`src/rtl/sent_pkg.sv`:
```
// Shared SENT receive definitions: decoder states, protocol constants and the CRC-4 step.
package sent_pkg;

    typedef enum logic [2:0] {
        ST_IDLE,
        ST_SYNC,
        ST_STATUS,
        ST_DATA,
        ST_CRC,
        ST_PAUSE
    } sent_state_e;

    localparam int unsigned SENT_SYNC_TICKS = 56;
    localparam int unsigned SENT_NIB_MIN    = 12;
    localparam int unsigned SENT_NIB_MAX    = 27;
    localparam logic [3:0]  SENT_CRC_SEED   = 4'h5;
    localparam int unsigned SENT_PAUSE_MAX  = 768;
    localparam logic [4:0]  SENT_CRC_POLY   = 5'h1D;

    // crc' = ((crc << 4) mod x^4+x^3+x^2+1) ^ nibble
    function automatic logic [3:0] sent_crc4_step(input logic [3:0] crc, input logic [3:0] nibble);
        logic [7:0] v;
        v = {crc, 4'b0000};
        for (int b = 7; b >= 4; b--) begin
            if (v[b]) begin
                v[b -: 5] = v[b -: 5] ^ SENT_CRC_POLY;
            end
        end
        return v[3:0] ^ nibble;
    endfunction

endpackage

```
`src/rtl/sent_rx_tick_meter.sv`:
```
// Synchronises the SENT line, detects falling edges and reports the rounded
// edge-to-edge interval in ticks with a one-cycle strobe.
module sent_rx_tick_meter #(
    parameter int unsigned TICK_CLKS = 30,
    parameter int unsigned CNT_W     = 10
) (
    input  logic             clk_rx,
    input  logic             PRESETn_rx,
    input  logic             sent_rx_i,
    output logic             iv_valid_o,
    output logic [CNT_W-1:0] iv_ticks_o
);

    localparam int unsigned     PRE_W   = $clog2(TICK_CLKS);
    localparam logic [CNT_W-1:0] CNT_MAX = '1;

    logic             sync1_q, sync2_q, prev_q;
    logic [PRE_W-1:0] presc_q, presc_d;
    logic [CNT_W-1:0] ticks_q, ticks_d;
    logic             iv_valid_q, iv_valid_d;
    logic [CNT_W-1:0] iv_q, iv_d;
    logic             fe_c;
    logic             round_c;

    // Prescaler / saturating tick counter; both restart on every falling edge
    always_comb begin
        fe_c       = prev_q & ~sync2_q;
        round_c    = (presc_q >= PRE_W'(TICK_CLKS / 2));
        presc_d    = presc_q;
        ticks_d    = ticks_q;
        iv_valid_d = 1'b0;
        iv_d       = iv_q;
        if (fe_c) begin
            presc_d    = '0;
            ticks_d    = '0;
            iv_valid_d = 1'b1;
            iv_d       = (ticks_q == CNT_MAX) ? CNT_MAX : ticks_q + CNT_W'(round_c);
        end else if (presc_q == PRE_W'(TICK_CLKS - 1)) begin
            presc_d = '0;
            if (ticks_q != CNT_MAX) begin
                ticks_d = ticks_q + CNT_W'(1);
            end
        end else begin
            presc_d = presc_q + PRE_W'(1);
        end
    end

    always_ff @(posedge clk_rx or negedge PRESETn_rx) begin
        if (!PRESETn_rx) begin
            sync1_q    <= 1'b1;
            sync2_q    <= 1'b1;
            prev_q     <= 1'b1;
            presc_q    <= '0;
            ticks_q    <= '0;
            iv_valid_q <= 1'b0;
            iv_q       <= '0;
        end else begin
            sync1_q    <= sent_rx_i;
            sync2_q    <= sync1_q;
            prev_q     <= sync2_q;
            presc_q    <= presc_d;
            ticks_q    <= ticks_d;
            iv_valid_q <= iv_valid_d;
            iv_q       <= iv_d;
        end
    end

    assign iv_valid_o = iv_valid_q;
    assign iv_ticks_o = iv_q;

endmodule

```
`src/rtl/sent_rx_frame_decoder.sv`:
```
// SENT receive frame decoder: sync recognition, status/data/CRC nibble decode, CRC-4 check.
// Optional post-CRC pause pulse acceptance is enabled by defining SENT_RX_PAUSE_EN.
module sent_rx_frame_decoder
    import sent_pkg::*;
#(
    parameter int unsigned TICK_CLKS    = 30,
    parameter int unsigned DATA_NIBBLES = 6,
    parameter int unsigned SYNC_TOL     = 2,
    parameter int unsigned CNT_W        = 10
) (
    input  logic                      clk_rx,
    input  logic                      PRESETn_rx,
    input  logic                      sent_rx_i,
    output logic                      frame_valid_o,
    output logic [3:0]                status_o,
    output logic [4*DATA_NIBBLES-1:0] data_o,
    output logic                      crc_err_o,
    output logic                      frame_err_o
);

    localparam int unsigned      DATA_W  = 4 * DATA_NIBBLES;
    localparam int unsigned      IDX_W   = (DATA_NIBBLES > 1) ? $clog2(DATA_NIBBLES) : 1;
    localparam logic [CNT_W-1:0] CNT_MAX = '1;
    localparam logic [CNT_W-1:0] SYNC_LO = CNT_W'(SENT_SYNC_TICKS - SYNC_TOL);
    localparam logic [CNT_W-1:0] SYNC_HI = CNT_W'(SENT_SYNC_TICKS + SYNC_TOL);
    localparam logic [CNT_W-1:0] NIB_LO  = CNT_W'(SENT_NIB_MIN);
    localparam logic [CNT_W-1:0] NIB_HI  = CNT_W'(SENT_NIB_MAX);

    logic             iv_valid;
    logic [CNT_W-1:0] iv_ticks;

    sent_rx_tick_meter #(
        .TICK_CLKS (TICK_CLKS),
        .CNT_W     (CNT_W)
    ) u_tick_meter (
        .clk_rx     (clk_rx),
        .PRESETn_rx (PRESETn_rx),
        .sent_rx_i  (sent_rx_i),
        .iv_valid_o (iv_valid),
        .iv_ticks_o (iv_ticks)
    );

    sent_state_e       state_q, state_d;
    logic              from_crc_q, from_crc_d;
    logic [IDX_W-1:0]  idx_q, idx_d;
    logic [3:0]        crc_q, crc_d;
    logic [3:0]        stat_sr_q, stat_sr_d;
    logic [DATA_W-1:0] data_sr_q, data_sr_d;
    logic              frame_valid_q, frame_valid_d;
    logic [3:0]        status_q, status_d;
    logic [DATA_W-1:0] data_q, data_d;
    logic              crc_err_q, crc_err_d;
    logic              frame_err_q, frame_err_d;

    logic              sat_c, is_sync_c, is_nib_c;
    logic [3:0]        nib_c;
`ifdef SENT_RX_PAUSE_EN
    logic              is_pause_c;
`endif

    // A saturated interval is never a legal sync or nibble
    always_comb begin
        sat_c     = (iv_ticks == CNT_MAX);
        is_sync_c = !sat_c && (iv_ticks >= SYNC_LO) && (iv_ticks <= SYNC_HI);
        is_nib_c  = !sat_c && (iv_ticks >= NIB_LO) && (iv_ticks <= NIB_HI);
        nib_c     = 4'(iv_ticks - NIB_LO);
`ifdef SENT_RX_PAUSE_EN
        is_pause_c = !sat_c && (iv_ticks >= NIB_LO) && (iv_ticks <= CNT_W'(SENT_PAUSE_MAX));
`endif
    end

    always_comb begin
        state_d       = state_q;
        from_crc_d    = from_crc_q;
        idx_d         = idx_q;
        crc_d         = crc_q;
        stat_sr_d     = stat_sr_q;
        data_sr_d     = data_sr_q;
        frame_valid_d = 1'b0;
        frame_err_d   = 1'b0;
        status_d      = status_q;
        data_d        = data_q;
        crc_err_d     = crc_err_q;

        if (iv_valid) begin
            // from_crc only qualifies the first interval judged in SYNC after a frame
            from_crc_d = 1'b0;
            case (state_q)
                ST_IDLE: begin
                    state_d = ST_SYNC;
                end
                ST_SYNC: begin
                    if (is_sync_c) begin
                        state_d = ST_STATUS;
                        crc_d   = SENT_CRC_SEED;
                    end else begin
                        frame_err_d = from_crc_q;
                    end
                end
                ST_STATUS, ST_DATA, ST_CRC: begin
                    if (!is_nib_c) begin
                        frame_err_d = 1'b1;
                        state_d     = is_sync_c ? ST_STATUS : ST_SYNC;
                        crc_d       = SENT_CRC_SEED;
                    end else if (state_q == ST_STATUS) begin
                        stat_sr_d = nib_c;
                        idx_d     = '0;
                        state_d   = ST_DATA;
                    end else if (state_q == ST_DATA) begin
                        data_sr_d = DATA_W'({data_sr_q, nib_c});
                        crc_d     = sent_crc4_step(crc_q, nib_c);
                        if (idx_q == IDX_W'(DATA_NIBBLES - 1)) begin
                            state_d = ST_CRC;
                        end else begin
                            idx_d = idx_q + IDX_W'(1);
                        end
                    end else begin
                        // Final zero nibble augments the CRC before comparison
                        frame_valid_d = 1'b1;
                        status_d      = stat_sr_q;
                        data_d        = data_sr_q;
                        crc_err_d     = (nib_c != sent_crc4_step(crc_q, 4'h0));
                        from_crc_d    = 1'b1;
`ifdef SENT_RX_PAUSE_EN
                        state_d       = ST_PAUSE;
`else
                        state_d       = ST_SYNC;
`endif
                    end
                end
`ifdef SENT_RX_PAUSE_EN
                ST_PAUSE: begin
                    if (is_sync_c) begin
                        state_d = ST_STATUS;
                        crc_d   = SENT_CRC_SEED;
                    end else if (is_pause_c) begin
                        state_d = ST_SYNC;
                    end else begin
                        frame_err_d = 1'b1;
                        state_d     = ST_SYNC;
                    end
                end
`endif
                default: begin
                    state_d = ST_IDLE;
                end
            endcase
        end
    end

    always_ff @(posedge clk_rx or negedge PRESETn_rx) begin
        if (!PRESETn_rx) begin
            state_q       <= ST_IDLE;
            from_crc_q    <= 1'b0;
            idx_q         <= '0;
            crc_q         <= '0;
            stat_sr_q     <= '0;
            data_sr_q     <= '0;
            frame_valid_q <= 1'b0;
            status_q      <= '0;
            data_q        <= '0;
            crc_err_q     <= 1'b0;
            frame_err_q   <= 1'b0;
        end else begin
            state_q       <= state_d;
            from_crc_q    <= from_crc_d;
            idx_q         <= idx_d;
            crc_q         <= crc_d;
            stat_sr_q     <= stat_sr_d;
            data_sr_q     <= data_sr_d;
            frame_valid_q <= frame_valid_d;
            status_q      <= status_d;
            data_q        <= data_d;
            crc_err_q     <= crc_err_d;
            frame_err_q   <= frame_err_d;
        end
    end

    assign frame_valid_o = frame_valid_q;
    assign status_o      = status_q;
    assign data_o        = data_q;
    assign crc_err_o     = crc_err_q;
    assign frame_err_o   = frame_err_q;

endmodule

```
`config.mk`:
```
export PLATFORM = sky130hd
export DESIGN_NAME = sent_rx_frame_decoder
export DESIGN_NICKNAME = d
export VERILOG_FILES = /design/src/rtl/sent_pkg.sv /design/src/rtl/sent_rx_tick_meter.sv /design/src/rtl/sent_rx_frame_decoder.sv
export SDC_FILE = /design/constraint.sdc
export NUM_CORES = 1
export LEC_CHECK = 0
export BUFFER_PORTS_ARGS = -buffer_cell sky130_fd_sc_hd__buf_2
export CAP_MARGIN = 0
export CORE_AREA = 2 2 111 113
export CTS_BUF_LIST = sky130_fd_sc_hd__clkbuf_4
export CTS_CLUSTER_SIZE = 28
export DETAILED_ROUTE_END_ITERATION = 6
export DIE_AREA = 0 0 113 115
export GPL_TIMING_DRIVEN = 0
export PLACE_DENSITY = 0.67
export SLEW_MARGIN = 20
export SYNTH_ARGS = -nofsm -noshare
export SYNTH_HDL_FRONTEND = slang
export SYNTH_SLANG_ARGS = --single-unit
```
`constraint.sdc`:
```
create_clock -name clk_rx -period 2.6 [get_ports clk_rx]
set_clock_uncertainty 0.05 [all_clocks]
set_input_delay 0.26 -clock clk_rx [delete_from_list [all_inputs] [get_ports clk_rx]]
set_output_delay 0.26 -clock clk_rx [all_outputs]
set_load 0.05 [all_outputs]
```
After elaboration in Yosys (flattened, before gate mapping)
Cells that the tools add are included.
- flip-flop bits (word level): 99
- latch bits: 0
- bits in writable memories: 0
- memory bits (read-only): 0
- bits of input ports: 3
- output and inout port bits: 31
- logic and storage cells: 151
- memories kept: 0
- add/subtract/negate cells: 5
- $mul: 0
- divide/modulo/power cells: 0
- magnitude comparators: 5
- equal/unequal tests: 15
- shift-type cells: 0
- mux-type cells: 78
- bitwise operators: 12
- reduce and logical (&&, ||, !) cells: 18
- operator list (kind ; number):
    2-to-1 mux 4 bit ; 51
    2-to-1 mux 10 bit ; 4
    2-to-1 mux 3 bit ; 8
    inverter 3 bit ; 7
    == test 10 bit, second input constant ; 2
    AND reduction 5 bit ; 4
    adder 10 x 1 -> 10 bit ; 1
    adder 10 x 1 -> 10 bit, second input constant ; 1
    >= comparator 10 x 4 -> 1 bit, second input constant ; 1
    >= comparator 10 x 6 -> 1 bit, second input constant ; 1
    <= comparator 10 x 5 -> 1 bit, second input constant ; 1
    <= comparator 10 x 6 -> 1 bit, second input constant ; 1
    2-to-1 mux 5 bit ; 2
    inequality test 10 bit, second input constant ; 1
    2-to-1 mux 1 bit ; 9
    one-hot mux 3 bit (3 select lines) ; 1
    one-hot mux 4 bit (2 select lines) ; 1
    nonzero test 2 bit ; 4
    == test 3 x 2 -> 1 bit, second input constant ; 2
    == test 3 bit, second input constant ; 2
    inequality test 3 bit, second input constant ; 2
    adder 5 x 1 -> 5 bit, second input constant ; 1
    == test 5 bit, second input constant ; 1
    >= comparator 5 x 4 -> 1 bit, second input constant ; 1
    18 further kinds ; 24

Longest topological paths before layout
- word-level depth: 33
- mapped depth: 12
- mapped depth without buffers: 12

By module
From an unflattened synthesis, not the netlist that was laid out.
- cell total of the unflattened synthesis: 462
- area total of the unflattened synthesis: 4795.8 um^2
- by module, submodules not included (module ; instances ; cells an instance ; area each (um^2) ; seq. area each (um^2)):
    sent_rx_frame_decoder ; 1 ; 314 ; 3349.5 ; 1751.7
    sent_rx_tick_meter ; 1 ; 148 ; 1446.4 ; 729.4

Worst setup path before layout
No wires, ideal clock.
- path kind: reg2reg
- start: register u_tick_meter.presc_q[0]
- end: register u_tick_meter.iv_q[6], in the netlist u_tick_meter.iv_ticks_o[6]
- setup time: 133 ps
- arrival: 1897 ps
- data required time: 2417 ps
- path slack: 520 ps
- stages on the path, launching flop included: 12
- path buffers: 0
- clock period less this slack: 2080 ps
- cell sequence: dfrtp_1 ha_1 and3_1 ha_1 nor2_1 nand2_1 ha_1 ha_1 nand3_1 nor2_1 xnor2_1 a21oi_1
- cells in the longest elaborated chain, start to end: 3
- RTL lines (item ; RTL line ; text):
    start, declared ; sent_rx_tick_meter.sv:18 ; logic [PRE_W-1:0] presc_q, presc_d;
    start signal, assigned ; sent_rx_tick_meter.sv:61 ; presc_q <= presc_d;
    >= comparator 5 x 4 -> 1 bit ; sent_rx_tick_meter.sv:28 ; round_c = (presc_q >= PRE_W'(TICK_CLKS / 2));
    adder 10 x 1 -> 10 bit ; sent_rx_tick_meter.sv:37 ; iv_d = (ticks_q == CNT_MAX) ? CNT_MAX : ticks_q + CNT_W'(round_c);
    2-to-1 mux 10 bit ; sent_rx_tick_meter.sv:37 ;
    end signal, assigned ; sent_rx_tick_meter.sv:64 ; iv_q <= iv_d;
    end, declared ; sent_rx_tick_meter.sv:21 ; logic [CNT_W-1:0] iv_q, iv_d;
No other way between the ends.
A chain may end at the register's enable or synchronous reset.

Final worst setup path
- start: register u_tick_meter.iv_q[2], in the netlist u_tick_meter.iv_ticks_o[2]
- end: register status_q[2], in the netlist status_o[2]
- cells in the longest elaborated chain, start to end: 5
- elaborated cells on any way between the ends: 7
- those cells by class: order compare (2); eq/ne (1); reduce/logical (4)
- RTL lines (item ; RTL line ; text):
    parallel branches: the longest is 3 deep, another holds >= comparator 10 x 4 -> 1 bit ; - ;
    logical AND 1 bit (*) ; sent_rx_frame_decoder.sv:65 ; is_nib_c = !sat_c && (iv_ticks >= NIB_LO) && (iv_ticks <= NIB_HI);
    AND reduction 5 bit (no source line) (*) ; - ;
    end signal, assigned ; sent_rx_frame_decoder.sv:172 ; status_q <= status_d;
    end, declared ; sent_rx_frame_decoder.sv:50 ; logic [3:0] status_q, status_d;
Mark *: on every way between the ends.

==> impl_results.md <==
* Slew headroom at 0.678
* Global Route Usage Sum at 0.134
* Worst R2R End: status_o[2]
* Longest Clk Path Bufs at 2
* CTS clock-pin slew for the worst setup and hold paths at around 0.18 ns
* Post-place instance area at 4980 sq um
* CP arrival at roughly 2.6 ns
* Post-Synthesis Cells at 382
* Number of setup violations in the final report at 0
* Hold Fails Final Rpt at 0
* Minimum clock period after layout at between 2 and 2.5 ns
* Ys Warns at 0
* Total negative slack at 0 ns
* LEAKAGE at 2.57 nW
* Ys async rst share at 1.00
* Reg2Reg Setup Slack at 0.29 ns
* CP Launch Point: u_tick_meter.iv_ticks_o[2]
* Syn Area/Cell at roughly 12 sq um
* Area growth from synthesis to layout at 11.7%
* Net count, final at between 400 and 500
* TritonCTS sink count at 99
* Reg2reg path depth at 8
* Critical Path Fanout Max at 10
* Max Slew Vio Count at 0
* Number of global-route vias before repair at between 2000 and 3000
* Cell variety after synth at 53
* Synth area leaders: dfrtp_1 (52%), mux2_2 (7.1%), mux2_1 (4.9%)
* DR iter-0 viols at 150
* Failing checks: design-rule violations
* Post-synth EDFFs at 0
* Worst hold path type: input port to async pin
* Pre-Repair DR Iteration Count at 6
* Post-synthesis sequential area ratio at 0.540
* Initial Utilization at 0.389
* Max Fclk at 432 MHz
* Remaining Overflow, GRT at 0
* FILL cells at roughly 1100
* Io pins at 34
* Reg-to-Reg Start: u_tick_meter.iv_ticks_o[2]
* Gpl congestion at 0.874
* Antenna Cells at 0
* Mapped Area at between 4000 and 5000 sq um
* Die height at 115 um
* Syn_nets at 396
* Synth area leader: dfrtp_1
* Finished Cell Area at just over 5000 sq um
* Via Count at roughly 2900
* Worst setup endpoint: status_o[2]
* CTS tree: built
* Buffers added on ports at 33
* Status: finished with violations
* CTS Buf Count at 9
* Initial antenna violation count at 0
* Top-area cell type share of the netlist area at 0.523
* DP HPWL at between 5000 and 6000 um
* First-pass GRT wire length at 13800 um
* #FFs+latches synth at between 90 and 100
* CTS root buffer: clkbuf_4
* Cell Count, Final, Fillers Out at about 580
* Die Wd at 113 um
* Final WL at about 8000 um
* Die area at 13000 sq um
* Hold_ws at approximately 0.23 ns
* RSZ-0062 raised after global routing: false
* WL/cell at between 10 and 15 um
* Placed cells at roughly 560
* Main flop type after synthesis: dfrtp_1
* Tcrit/Tclk final at 0.890
* Crit Path Category: flop to flop
* Largest net degree at the start of global routing at between 50 and 60
* Antenna Nets Post-Route at 0
* Startpoint Class: flop
* Number of remaining DRC errors at 6
* Crit end category: flop
* Post-CTS Resized at 0
* Required @ worst endpoint at roughly 2.9 ns
* Total power draw at about 2.6 mW
* Number of H-tree levels at 3
* Share of layout cells above drive strength 1 at 0.251
* Worst Tran Pin Value at between 0.4 and 0.5 ns
* Row cnt at 40
* Max_cap viols at 0
* Core footprint at 11800 sq um
* PD cells at around 500 nW/um^2
* DR vias/cell at a little over 5
* Worst-Skew Late Latency at around 0.46 ns
* Max VDD drop at roughly 0.34 mV
[critical path, cell delays in order, from the launching register on]
cell and delay, ns:
dfrtp_1 0.50, inv_1 0.15, ha_1 0.18, nand3_1 0.12, a22oi_4 0.34, and3_1 0.21
buf_4 0.15, buf_6 0.17, mux2_2 0.35
[flip-flops by register name, indices dropped and copies added, names as in the netlist]
register,count
state_q,3
u_tick_meter.sync1_q,1
status_o,4
stat_sr_q,4
data_o,24
frame_err_o,1
idx_q,3
data_sr_q,24
frame_valid_o,1
crc_q,4
u_tick_meter.iv_valid_o,1
u_tick_meter.prev_q,1
from_crc_q,1
u_tick_meter.iv_ticks_o,10
u_tick_meter.ticks_q,10
crc_err_o,1
u_tick_meter.sync2_q,1
u_tick_meter.presc_q,5
[repair_timing]
action,4_1_cts,5_1_grt
setup buffers,0,0
hold endpoints to repair,52,0
hold buffers,2,0
[through the flow]
stage               worst slack, ns   util
floorplan                     0.520      -
global placement              0.256  0.419
detailed placement            0.285  0.421
CTS                           0.267  0.435
global route                  0.104  0.435
finish                        0.287  0.435
[report_power, final]
| part | total [mW] | internal, mW | switching (mW) |
|---|---|---|---|
| clock network | 0.789 | 0.222 | 0.566 |
| registers | 1.62 | 1.58 | 0.0434 |
| logic | 0.157 | 0.0651 | 0.0919 |
[cell type report]
type / count / area [sq um] / share of cell area
flip-flops and latches: 99 / 2480 / 0.483
multi-input cells: 250 / 1920 / 0.375
repair buffers: 36 / 219 / 0.0427
well taps: 147 / 184 / 0.0358
plain buffers: 23 / 151 / 0.0295
clock buffers: 9 / 67.6 / 0.0132
clock inverters: 7 / 67.6 / 0.0132
inverters: 10 / 37.5 / 0.00731
[how the worst min path moves through the flow]
| stage | endpoint | start | slack [ns] |
|---|---|---|---|
| 4_1_cts | data_o[12] | PRESETn_rx | 0.21 |
| 6_report | data_o[12] | PRESETn_rx | 0.23 |
| 3_5_place_dp | data_o[12] | PRESETn_rx | 0.19 |
| 5_1_grt | data_o[12] | PRESETn_rx | 0.22 |
| 3_3_place_gp | u_tick_meter.sync2_q | u_tick_meter.sync1_q | 0.30 |
| 2_1_floorplan | crc_err_o | PRESETn_rx | -0.09 |
[cells in the mapped netlist, drive strengths merged (2+ instances only)]
cell type  instances
a22oi              3
a211o              2
nand2             19
o2bb2ai            2
o21ai             12
dfstp              3
nand2b             3
dfrtp             96
clkbuf            10
xor2               9
a21oi             11
a211oi             2
xnor2             17
nor2              41
o21a               2
o22a               2
a41o               2
buf               13
nand4              9
nor3               2
and3               6
nand3b             2
a21o               2
and2               3
nand3             11
inv               10
ha                11
o31ai              3
a31oi              4
mux2              54
[cells by family after synthesis]
| family | share of synthesized area |
|---|---|
| mux | 0.136 |
| buf+inv | 0.0411 |
| flops | 0.540 |
| compound gates | 0.0871 |
| simple gates | 0.116 |
| xor+xnor | 0.0496 |
| fa+ha+maj | 0.0300 |
[cells in the final DEF (no fill, tap or decap), types with 10 or more instances in the layout]
cell type,n
a21oi_1,11
buf_2,36
clkbuf_1,10
dfrtp_1,96
ha_1,11
inv_1,10
mux2_1,20
mux2_2,29
nand2_1,19
nand3_1,11
nor2_1,39
o21ai_0,12
xnor2_1,17
[metal layers]
layer / track usage / vias to the layer above / wire, um
met5: 0 / - / 0
met4: 0.0537 / 0 / 119
met3: 0.0411 / 10 / 272
met2: 0.217 / 42 / 3850
met1: 0.169 / 1461 / 3750
li1: - / 1420 / -
(Power assumes the default switching activity.)
